## config.mk

```make
export PLATFORM = sky130hd
export DESIGN_NAME = float_encoder_seq
export DESIGN_NICKNAME = d
export VERILOG_FILES = /design/src/rtl/float_encoder_seq.sv
export SDC_FILE = /design/constraint.sdc
export NUM_CORES = 1
export LEC_CHECK = 0
export CORE_UTILIZATION = 49
export CTS_BUF_LIST = sky130_fd_sc_hd__clkbuf_8
export CTS_CLUSTER_DIAMETER = 200
export CTS_CLUSTER_SIZE = 12
export DETAILED_ROUTE_END_ITERATION = 8
export PLACE_DENSITY = 0.75
export SLEW_MARGIN = 15
export SYNTH_ARGS = -nofsm -noshare
export SYNTH_HDL_FRONTEND = slang
export SYNTH_SLANG_ARGS = --single-unit
```

## constraint.sdc

```tcl
create_clock -name clk -period 1.7 [get_ports clk]
set_input_delay 0.255 -clock clk [delete_from_list [all_inputs] [get_ports clk]]
set_output_delay 0.255 -clock clk [all_outputs]
set_load 0.02 [all_outputs]
```

## src/rtl/float_encoder_seq.sv

```systemverilog
// Sequential linear-to-floating-point encoder: a shift-and-count normaliser
// followed by round-half-up and exponent saturation, with valid/ready on both sides.
`timescale 1ns/1ps
module float_encoder_seq #(
  parameter int IN_W   = 12,
  parameter int MAN_W  = 4,
  parameter int EXP_W  = 3,
  parameter int SIGNED = 0,
  parameter int ROUND  = 1
) (
  input  logic             clk,
  input  logic             rst_n,
  input  logic [IN_W-1:0]  in_data,
  input  logic             in_valid,
  output logic             in_ready,
  output logic             out_sign,
  output logic [EXP_W-1:0] out_exp,
  output logic [MAN_W-1:0] out_man,
  output logic             out_sat,
  output logic             out_valid,
  input  logic             out_ready
);

  localparam int SHIFT_MAX = IN_W - MAN_W;
  localparam int CNT_W     = $clog2(SHIFT_MAX + 2);
  localparam int EMAX      = (1 << EXP_W) - 1;

  typedef enum logic [1:0] {S_IDLE, S_NORM, S_ROUND, S_DONE} state_e;

  state_e           state_q, state_d;
  logic [IN_W-1:0]  sreg_q, sreg_d;
  logic [CNT_W-1:0] ecnt_q, ecnt_d;
  logic             sign_q, sign_d;
  logic             out_sign_q, out_sign_d;
  logic [EXP_W-1:0] out_exp_q, out_exp_d;
  logic [MAN_W-1:0] out_man_q, out_man_d;
  logic             out_sat_q, out_sat_d;
  logic             out_valid_q, out_valid_d;

  logic             neg;
  logic [IN_W-1:0]  mag;
  logic [MAN_W-1:0] man_raw, man_rnd;
  logic [MAN_W:0]   man_inc;
  logic             rbit;
  logic [CNT_W:0]   e_ext;
  logic             sat;

  // Magnitude of the incoming sample; the most-negative value maps to 2^(IN_W-1).
  always_comb begin
    neg = (SIGNED != 0) && in_data[IN_W-1];
    mag = neg ? -in_data : in_data;
  end

  // Rounding/saturation on the normalised register; the exponent is the residual count.
  always_comb begin
    man_raw = sreg_q[IN_W-1 -: MAN_W];
    rbit    = sreg_q[IN_W-MAN_W-1];
    man_inc = {1'b0, man_raw} + (MAN_W+1)'(1);
    man_rnd = man_raw;
    e_ext   = {1'b0, ecnt_q};
    if ((ROUND != 0) && rbit) begin
      if (man_inc[MAN_W]) begin
        man_rnd          = '0;
        man_rnd[MAN_W-1] = 1'b1;
        e_ext            = e_ext + (CNT_W+1)'(1);
      end else begin
        man_rnd = man_inc[MAN_W-1:0];
      end
    end
    sat = int'(e_ext) > EMAX;
  end

  // NOTE: every signal written here gets a default first, so no path leaves one
  // unassigned and no latch is inferred.
  always_comb begin
    state_d     = state_q;
    sreg_d      = sreg_q;
    ecnt_d      = ecnt_q;
    sign_d      = sign_q;
    out_sign_d  = out_sign_q;
    out_exp_d   = out_exp_q;
    out_man_d   = out_man_q;
    out_sat_d   = out_sat_q;
    out_valid_d = out_valid_q;
    unique case (state_q)
      S_IDLE: begin
        if (in_valid) begin
          sign_d  = neg;
          sreg_d  = mag;
          ecnt_d  = CNT_W'(SHIFT_MAX);
          state_d = S_NORM;
        end
      end
      S_NORM: begin
        if (sreg_q[IN_W-1] || (ecnt_q == '0)) begin
          state_d = S_ROUND;
        end else begin
          sreg_d = sreg_q << 1;
          ecnt_d = ecnt_q - CNT_W'(1);
        end
      end
      S_ROUND: begin
        out_sign_d  = sign_q;
        out_exp_d   = sat ? EXP_W'(EMAX) : EXP_W'(e_ext);
        out_man_d   = sat ? '1 : man_rnd;
        out_sat_d   = sat;
        out_valid_d = 1'b1;
        state_d     = S_DONE;
      end
      S_DONE: begin
        if (out_ready) begin
          out_valid_d = 1'b0;
          state_d     = S_IDLE;
        end
      end
      default: state_d = S_IDLE;
    endcase
  end

  // NOTE: sequential state uses non-blocking assignments so every register
  // samples the pre-edge values regardless of statement order.
  always_ff @(posedge clk) begin
    if (!rst_n) begin
      state_q     <= S_IDLE;
      sreg_q      <= '0;
      ecnt_q      <= '0;
      sign_q      <= 1'b0;
      out_sign_q  <= 1'b0;
      out_exp_q   <= '0;
      out_man_q   <= '0;
      out_sat_q   <= 1'b0;
      out_valid_q <= 1'b0;
    end else begin
      state_q     <= state_d;
      sreg_q      <= sreg_d;
      ecnt_q      <= ecnt_d;
      sign_q      <= sign_d;
      out_sign_q  <= out_sign_d;
      out_exp_q   <= out_exp_d;
      out_man_q   <= out_man_d;
      out_sat_q   <= out_sat_d;
      out_valid_q <= out_valid_d;
    end
  end

  assign in_ready  = (state_q == S_IDLE);
  assign out_sign  = out_sign_q;
  assign out_exp   = out_exp_q;
  assign out_man   = out_man_q;
  assign out_sat   = out_sat_q;
  assign out_valid = out_valid_q;

endmodule

```

==> results of run 1 <==
[what timing repair did]
action,in CTS,in global routing
setup buffers,0,4
pin swaps,0,3
resized for setup,3,4
endpoints found under the setup margin,2,14
[routing by layer]
metal  track usage, %  vias up  wire, um
met5                0        -         0
met4             8.84        0        43
met3             4.46        7       120
met2             34.9       29      1500
met1             25.4      602      1520
li1                 -      642         -
[kinds of logic (layout without fill, tap and decap cells)]
group / Yosys count / count (layout) / synth area share (%)
other cells: 1 / 1 / 0.247
fa+ha+maj: 9 / 9 / 7.41
compound gates: 51 / 51 / 25.0
xor+xnor: 4 / 4 / 2.30
flops: 27 / 27 / 35.6
mux: 16 / 16 / 10.6
buf+inv: 19 / 54 / 6.50
simple gates: 31 / 31 / 12.3
[worst paths after layout]
kind                           from                     end  slack (ps)  depth (start not counted)
max          ecnt_q[0]$_SDFFE_PN0P_  sreg_q[9]$_SDFFE_PN0P_          50                          7
min          sreg_q[0]$_SDFFE_PN0P_  sreg_q[0]$_SDFFE_PN0P_         480                          2
max reg2reg  ecnt_q[0]$_SDFFE_PN0P_  sreg_q[9]$_SDFFE_PN0P_          50                          7
min reg2reg  sreg_q[0]$_SDFFE_PN0P_  sreg_q[0]$_SDFFE_PN0P_         480                          2
[metrics by stage]
| step | hold slack [ps] | util (%) | TNS (ps) | std cells |
|---|---|---|---|---|
| global placement | 452 | 64.6 | 0 | 216 |
| floorplan | 423 | - | 0 | 158 |
| global route | 500 | 69.0 | -12.9 | 224 |
| finish | 479 | 69.0 | 0 | 224 |
| detailed placement | 472 | 64.6 | -0.585 | 216 |
| CTS | 486 | 66.4 | 0 | 220 |
[final cells by class]
| type | instances | area [um2] |
|---|---|---|
| Fill cell | 237 | 885 |
| Multi-Input combinational cell | 112 | 907 |
| Tap cell | 31 | 38.8 |
| Sequential cell | 27 | 541 |
| Inverter | 7 | 26.3 |
| Timing Repair Buffer | 43 | 409 |
| Clock inverter | 1 | 5.00 |
| Clock buffer | 3 | 41.3 |
[critical path: stages (launching register included)]
cell and delay [ps]:
dfxtp_1 330, inv_2 90, ha_1 150, nor3b_4 300
o22ai_2 160, and2_4 200, buf_12 140, a211oi_2 190
[flip-flops by register name, indices dropped and copies added (netlist names)]
name and count:
out_man 4, ecnt_q 4, out_exp 3, out_valid 1, out_sat 1, sreg_q 12
state_q 2
[power breakdown]
group / switching (mW) / internal (mW) / leakage, nW / total (mW)
clock: 0.211 / 0.165 / 0.0255 / 0.376
combinational: 0.963 / 0.992 / 0.523 / 1.95
sequential: 0.145 / 0.845 / 0.222 / 0.990
total: 1.32 / 2.00 / 0.770 / 3.32
[cells in the mapped netlist]
cell type / count / area share [%]
dfxtp_1: 27 / 36
a21oi_1: 17 / 5.6
mux2i_1: 15 / 9.9
o21ai_0: 11 / 3.6
nand2_1: 10 / 2.5
a211oi_2: 9 / 7.4
ha_1: 9 / 7.4
inv_1: 7 / 1.7
clkbuf_1: 5 / 1.2
a211oi_1: 4 / 2.0
nor2_1: 4 / 0.99
buf_4: 3 / 1.5
nand2b_1: 3 / 1.2
xor2_1: 3 / 1.7
a31oi_1: 2 / 0.82
buf_6: 2 / 1.5
nand3b_1: 2 / 0.99
nand4b_1: 2 / 1.2
nor3_1: 2 / 0.66
a21bo_2: 1 / 0.66
a22oi_1: 1 / 0.49
a311oi_1: 1 / 0.58
a31o_2: 1 / 0.58
and2_4: 1 / 0.58
and4_1: 1 / 0.58
buf_1: 1 / 0.25
buf_2: 1 / 0.33
conb_1: 1 / 0.25
mux2_2: 1 / 0.74
nand3_1: 1 / 0.33
nand4_1: 1 / 0.41
nand4_2: 1 / 0.82
nor2b_1: 1 / 0.41
nor3b_1: 1 / 0.49
nor3b_4: 1 / 1.2
o211ai_2: 1 / 0.82
o221ai_1: 1 / 0.58
o22ai_2: 1 / 0.82
o41ai_2: 1 / 1.1
xnor2_1: 1 / 0.58
==> results.json, run 1 <==
{
  "vias": 1280,
  "p_per_area_nw_per_um2": 1690,
  "ys_seq_area_share_pct": 35.6,
  "syn_to_final_growth_pct": 29.5,
  "min_period_ps": 1650,
  "synth_cell_type_count": 40,
  "clock_latency_ps": 280,
  "status": "finished, final reports clean",
  "min-delay-path-class": "reg -> reg",
  "syn_inst": 158,
  "drv_slew": 0,
  "dr.pass1.iters": 4,
  "grt_use_total_pct": 20.6,
  "clock_skew_ps": 6.33,
  "core_um2": 2850,
  "most-common-layout-cells": "dfxtp_1, clkdlybuf4s50_1, a21oi_1, buf_4, mux2i_1",
  "clockBufferDepth": 2,
  "std_cell_rows": 19,
  "final_cell_area_um2": 1970,
  "num_antenna_cells": 0,
  "end_kind": "flop",
  "htreeDepth": 1,
  "antenna_found_initial": 0,
  "final_common_cell": "dfxtp_1",
  "drt_iter0_markers": 38,
  "p_total_mw": 3.32,
  "hold_violations": 0,
  "drive_gt1_share_pct": 23.8,
  "syn_nets": 183,
  "grt.overflow.total": 0,
  "setup_ws_ps": 50.5,
  "io_buffers": 25,
  "die_y_um": 57.7,
  "synth_seq_cells": 27,
  "critPathLaunchType": "flop",
  "grt_start_max_net_pins": 17,
  "cts_tree": "yes",
  "vias_per_cell": 5.71,
  "gp_congestion": 0.765,
  "drt-wirelength-per-cell_um": 14.2,
  "crit_type": "reg -> reg",
  "dieArea_um2": 3330,
  "period_share_pct": 97.0,
  "yosysWarnings": 0,
  "max_freq_mhz": 606,
  "finalSetupViolCount": 0,
  "drcViolationCount": 0,
  "place_area_um2": 1840,
  "dieWidth_um": 57.7,
  "cp.arrival_ps": 1850,
  "worstPathMaxFanout": 8,
  "start_util_pct": 53.3,
  "post-place-ws_ps": -0.585,
  "totalWireLength_um": 3180,
  "max_cap_viol_count": 0,
  "cts_root_buf": "clkbuf_8",
  "required_ps": 1900,
  "place.detailed.hpwl_um": 2330,
  "grt_pass1_vias": 1284,
  "io_pins": 27,
  "clkSinkCount": 27,
  "cts_buffers": 3,
  "syn_area_per_cell_um2": 9.62,
  "nNetsFinal": 219,
  "grt_pass1_wl_um": 5410,
  "clk_pin_slew_ps": 100,
  "vdd_drop_max_uv": 969,
  "ant_nets": 0,
  "p_leak_nw": 0.770,
  "syn_area_um2": 1520,
  "hold_buffers": 0
}
(Power assumes the default switching activity.)
==> inputs of run 2 (changes only) <==
--- a/config.mk
+++ b/config.mk
@@ -5,6 +5,7 @@
 export SDC_FILE = /design/constraint.sdc
 export NUM_CORES = 1
 export LEC_CHECK = 0
+export CORE_MARGIN = 5
 export CORE_UTILIZATION = 49
 export CTS_BUF_LIST = sky130_fd_sc_hd__clkbuf_8
 export CTS_CLUSTER_DIAMETER = 200
==> run 2 against run 1 <==
Against the previous run:
- core utilization is 0.53 points lower
- sequential power up 0.8%
- worst setup slack improved by 38 ps
- clock power about the same
- register-to-register slack better by 40 ps
- cell count up 4.5%
- fmax increased by 2.4%
- hold slack worse by 3.3 ps
- clock skew is 2.3 ps lower
- first-iteration DRC count shrank 18%
- final area grew 4.4%
- critical endpoint is now sreg_q[10]$_SDFFE_PN0P_
- highest routed layer unchanged
==> results.json, run 2 (synthesis results as in run 1) <==
{
  "antenna_found_initial": 0,
  "power_switching_share_pct": 39.9,
  "p_per_area_nw_per_um2": 1740,
  "required_ps": 1900,
  "crit-reg2reg-capture": "sreg_q[10]$_SDFFE_PN0P_",
  "hold_ws_ps": 476,
  "grt.overflow.total": 0,
  "cts_tree": "yes",
  "die_y_um": 65.7,
  "crit_type": "reg -> reg",
  "max_freq_mhz": 621,
  "htreeDepth": 1,
  "cpPeakStageDelay_ps": 330,
  "slowest_stage": "dfxtp_2",
  "drv_slew": 0,
  "vias_per_cell": 5.62,
  "hold_buffers": 0,
  "tns_ps": 0,
  "nNetsFinal": 227,
  "grt_pass1_vias": 1247,
  "final_cells": 234,
  "grt_pass1_wl_um": 5750,
  "fin_util_pct": 68.5,
  "place_inst": 221,
  "worstPathMaxFanout": 5,
  "cp_cell_sequence": "inv_2 > ha_1 > nor3b_4 > o22ai_4 > and2_4 > buf_12 > a211oi_2",
  "drt_iter0_markers": 31,
  "critPathLaunchType": "flop",
  "switchingPower_mw": 1.43,
  "crit_end": "sreg_q[10]$_SDFFE_PN0P_",
  "end_kind": "flop",
  "finalSetupViolCount": 0,
  "min-delay-path-class": "reg -> reg",
  "cp.arrival_ps": 1810,
  "rrSetupSlack_ps": 90,
  "regToRegStartpoint": "ecnt_q[0]$_SDFFE_PN0P_",
  "final_cell_area_um2": 2060,
  "worst-path-stages": 7,
  "grt_start_max_net_pins": 17,
  "totalWireLength_um": 3530,
  "min_period_ps": 1610,
  "io_buffers": 25,
  "p_leak_nw": 0.811,
  "cts_root_buf": "clkbuf_8",
  "clk_pin_slew_ps": 100,
  "clock_skew_ps": 4.00,
  "final_common_cell": "dfxtp_1",
  "place_area_um2": 1870,
  "dieArea_um2": 4320,
  "cts_buffers": 3,
  "period_share_pct": 94.8,
  "drive_gt1_share_pct": 27.9,
  "core_um2": 3000,
  "grt_use_total_pct": 16.8,
  "regMostFlops": "sreg_q",
  "std_cell_rows": 20,
  "crit_buf_inv": 2,
  "worstSetupStartpoint": "ecnt_q[0]$_SDFFE_PN0P_",
  "largest_reg_flops": 12,
  "clkSinkCount": 27,
  "vdd_drop_max_uv": 984,
  "vias": 1314,
  "syn_to_final_growth_pct": 35.2,
  "p_int_mw": 2.15,
  "ant_nets": 0,
  "place.detailed.hpwl_um": 2560,
  "start_util_pct": 50.6,
  "clock_latency_ps": 280,
  "p_clk_share_pct": 10.5,
  "io_pins": 27,
  "drt-wirelength-per-cell_um": 15.1,
  "dieWidth_um": 65.7,
  "nFillCells": 246,
  "dr.pass1.iters": 4,
  "num_antenna_cells": 0,
  "clockBufferDepth": 2,
  "gp_congestion": 0.889,
  "p_comb_share_pct": 61.6,
  "most-common-layout-cells": "dfxtp_1, clkdlybuf4s50_1, buf_4, a21oi_1, mux2i_1",
  "hold_violations": 0,
  "p_seq_share_pct": 27.9,
  "status": "finished, final reports clean",
  "drcViolationCount": 0,
  "crit_family": "simple AND/OR/NAND/NOR gates",
  "max_cap_viol_count": 0,
  "rr_worst_depth": 7
}
[run 2: changes by cell type in the layout (fill, tap and decap cells not counted), sizes merged]
cell  before  now
buf       18   25
and2       1    2
[run 2: layer usage]
metal	track usage, %	routed length [um]	up-vias
li1	-	-	657
met1	21.0	1520	630
met2	29.3	1840	24
met3	4.10	145	3
met4	2.59	21	0
met5	0	0	-
[run 2: worst reg2reg max path, stage by stage, from the launching register on]
cell	delay, ps
dfxtp_2	330
inv_2	70
ha_1	150
nor3b_4	320
o22ai_4	150
and2_4	200
buf_12	130
a211oi_2	180
[run 2: worst min-delay path by stage]
stage | from | end | slack [ps] | cells past startpoint
global placement | sreg_q[0]$_SDFFE_PN0P_ | sreg_q[0]$_SDFFE_PN0P_ | 440 | 2
CTS | sreg_q[0]$_SDFFE_PN0P_ | sreg_q[0]$_SDFFE_PN0P_ | 470 | 2
detailed placement | sreg_q[0]$_SDFFE_PN0P_ | sreg_q[0]$_SDFFE_PN0P_ | 460 | 2
floorplan | in_data[0] | sreg_q[0]$_SDFFE_PN0P_ | 420 | 2
finish | sreg_q[0]$_SDFFE_PN0P_ | sreg_q[0]$_SDFFE_PN0P_ | 480 | 2
global route | sreg_q[0]$_SDFFE_PN0P_ | sreg_q[0]$_SDFFE_PN0P_ | 490 | 2
[run 2: power groups by stage]
stage / Clock, mW / Sequential (mW) / Combinational [mW]
global route: 0.427 / 1.03 / 2.39
CTS: 0.378 / 0.991 / 1.73
finish: 0.377 / 0.998 / 2.21
detailed placement: 0 / 1.00 / 1.73
floorplan: 0 / 1.08 / 1.18
global placement: 0 / 0.987 / 1.68
[run 2: timing repair]
item / 4_1_cts / 5_1_grt
pin swaps: 0 / 2
setup buffers: 0 / 8
gates resized for setup: 1 / 12
endpoints found under the setup margin: 1 / 17
gates cloned: 0 / 1
[run 2: stage by stage]
step	setup WS (ps)	total power, mW
4_1_cts	40.7	3.10
6_report	88.8	3.58
2_1_floorplan	41.9	2.26
3_5_place_dp	67.8	2.74
5_1_grt	-6.51	3.84
3_3_place_gp	137	2.67
[run 2: cell type report]
type / count / area (um2) / area share [%]
clock inverter: 1 / 5.00 / 0.243
multi-input combinational: 113 / 935 / 45.5
tap: 33 / 41.3 / 2.01
clock buffer: 3 / 41.3 / 2.01
inverter: 7 / 26.3 / 1.28
sequential: 27 / 542 / 26.4
timing repair buffer: 50 / 465 / 22.6
==> inputs of run 3 (changes only) <==
--- a/config.mk
+++ b/config.mk
@@ -9,9 +9,9 @@
 export CORE_UTILIZATION = 49
 export CTS_BUF_LIST = sky130_fd_sc_hd__clkbuf_8
 export CTS_CLUSTER_DIAMETER = 200
-export CTS_CLUSTER_SIZE = 12
 export DETAILED_ROUTE_END_ITERATION = 8
 export PLACE_DENSITY = 0.75
+export SKIP_LAST_GASP = 1
 export SLEW_MARGIN = 15
 export SYNTH_ARGS = -nofsm -noshare
 export SYNTH_HDL_FRONTEND = slang
==> constraint.sdc (replaced) <==
create_clock -name clk -period 1.35 [get_ports clk]
set_input_delay 0.2025 -clock clk [delete_from_list [all_inputs] [get_ports clk]]
set_output_delay 0.2025 -clock clk [all_outputs]
set_load 0.02 [all_outputs]
==> run 3 against run 2 <==
Against the previous run:
- highest routed layer unchanged
- worst setup slack worse by 310 ps
- core utilization is 6.0 points higher
- non-clock buffer count is 9 higher
- final area is 8.8% higher
- the flow now finishes with violations (setup timing)
- global-route usage is 3.3 points higher
- largest cell class unchanged
- fmax is 2.6% higher
- sequential share of layout area is 1.9 points lower
- critical endpoint is now ecnt_q[2]$_SDFFE_PN0P_
- clock power is 24% higher
- sequential power is 27% higher
- combinational power is 37% higher
- register-to-register slack worse by 310 ps
- critical path depth is 1 higher
==> results.json, run 3 (synthesis results as in run 1) <==
{
  "status": "finished, violations left",
  "violations": "setup timing",
  "most-common-layout-cells": "buf_4, dfxtp_1, mux2i_1, clkdlybuf4s50_1",
  "num_antenna_cells": 0,
  "io_pins": 27,
  "std_cell_rows": 20,
  "clk_pin_slew_ps": 100,
  "syn_to_final_growth_pct": 47.2,
  "max_freq_mhz": 637,
  "drv_slew": 0,
  "switchingPower_mw": 1.99,
  "grt.overflow.total": 0,
  "p_per_area_nw_per_um2": 2130,
  "clock_skew_ps": 7.45,
  "hold_buffers": 0,
  "finalSetupViolCount": 27,
  "clockBufferDepth": 2,
  "p_clk_share_pct": 9.8,
  "min-delay-path-class": "reg -> reg",
  "grt_pass1_wl_um": 6770,
  "core_um2": 3000,
  "grt_use_total_pct": 20.1,
  "start_util_pct": 50.6,
  "drcViolationCount": 0,
  "crit_type": "reg -> reg",
  "final_common_cell": "buf_4",
  "rsz0062_at_grt": "true",
  "grt_pass1_vias": 1537,
  "cp.arrival_ps": 1780,
  "cts_root_buf": "clkbuf_8",
  "power_switching_share_pct": 41.8,
  "cts_buffers": 3,
  "dieWidth_um": 65.7,
  "vias": 1378,
  "clkSinkCount": 27,
  "period_share_pct": 116,
  "place_inst": 235,
  "p_comb_share_pct": 63.6,
  "vias_per_cell": 5.67,
  "grt_start_max_net_pins": 17,
  "dr.pass1.iters": 4,
  "p_total_mw": 4.77,
  "drt-wirelength-per-cell_um": 16.5,
  "setup_ws_ps": -220,
  "min_period_ps": 1570,
  "regMostFlops": "sreg_q",
  "end_kind": "flop",
  "rrSetupSlack_ps": -220,
  "totalWireLength_um": 4020,
  "io_buffers": 25,
  "dieArea_um2": 4320,
  "required_ps": 1550,
  "p_seq_share_pct": 26.5,
  "hold_violations": 0,
  "die_y_um": 65.7,
  "worstPathMaxFanout": 4,
  "cts_tree": "yes",
  "critPathLaunchType": "flop",
  "clock_latency_ps": 280,
  "nNetsFinal": 236,
  "vdd_drop_max_uv": 1290,
  "final_cells": 243,
  "htreeDepth": 1,
  "gp_congestion": 0.858,
  "largest_reg_flops": 12,
  "place.detailed.hpwl_um": 2830,
  "max_cap_viol_count": 0,
  "antenna_found_initial": 0,
  "drive_gt1_share_pct": 41.0,
  "p_int_mw": 2.77,
  "p_leak_nw": 0.935,
  "ant_nets": 0,
  "drt_iter0_markers": 57
}
-- run 3: cell types whose count changed in the layout (fill, tap and decap cells not counted), sizes merged --
cell           previous run  this run
clkdlybuf4s15             0         1
clkdlybuf4s50            24        15
dlygate4sd2               1         9
clkinv                    1         0
buf                      25        34
inv                       7         8
-- run 3: critical path: stages (launching register included) --
cell      delay, ps
dfxtp_2         380
inv_2            60
buf_6           120
ha_4            160
nand2b_1        150
nor3b_2         250
buf_4           150
nand4b_1        130
o211ai_2        100
-- run 3: metrics by stage --
stage / TNS (ps) / hold WS, ps / setup slack (ps) / util (%) / instance area, um2
CTS: -3390 / 477 / -146 / 73.4 / 2200
global placement: -2900 / 443 / -147 / 68.2 / 2050
floorplan: -2410 / 369 / -190 / - / 1590
detailed placement: -4150 / 464 / -212 / 68.2 / 2050
finish: -4290 / 480 / -220 / 74.5 / 2240
global route: -6240 / 501 / -293 / 74.5 / 2240
-- run 3: power by group through the flow --
| stage | Sequential (mW) | Clock, mW | Combinational, mW |
|---|---|---|---|
| final | 1.27 | 0.468 | 3.03 |
| after global routing | 1.30 | 0.502 | 3.26 |
| after CTS | 1.26 | 0.471 | 2.85 |
| after detailed placement | 1.26 | 0 | 2.53 |
| after global placement | 1.24 | 0 | 2.43 |
| after floorplan | 1.37 | 0 | 1.64 |
-- run 3: worst paths after layout --
path / startpoint / to / cells after the start
setup / recovery: state_q[1]$_SDFFE_PN0P_ / ecnt_q[2]$_SDFFE_PN0P_ / 8
hold / removal: sreg_q[0]$_SDFFE_PN0P_ / sreg_q[0]$_SDFFE_PN0P_ / 2
setup reg to reg: state_q[1]$_SDFFE_PN0P_ / ecnt_q[2]$_SDFFE_PN0P_ / 8
hold reg to reg: sreg_q[0]$_SDFFE_PN0P_ / sreg_q[0]$_SDFFE_PN0P_ / 2
-- run 3: cell type report --
type                       count  area, um2
multi-input combinational    113       1040
fill                         226        766
sequential                    27        548
timing repair buffer          59        536
clock buffer                   3       41.3
tap                           33       41.3
inverter                       7       28.8
clock inverter                 1       3.75
-- run 3: what timing repair did --
item	CTS	global route
endpoints found under the setup margin	36	27
gates resized for setup	38	1
pin swaps	15	2
gates cloned	1	0
buffers inserted	1	2
-- run 3: metal layers --
| metal | up-vias | share of wire, % | track usage (%) | wire length, um |
|---|---|---|---|---|
| li1 | 677 | - | - | - |
| met1 | 664 | 44 | 24.6 | 1780 |
| met2 | 30 | 51 | 34.7 | 2060 |
| met3 | 7 | 3.3 | 3.59 | 134 |
| met4 | 0 | 1.1 | 7.77 | 46 |
| met5 | - | 0 | 0 | 0 |
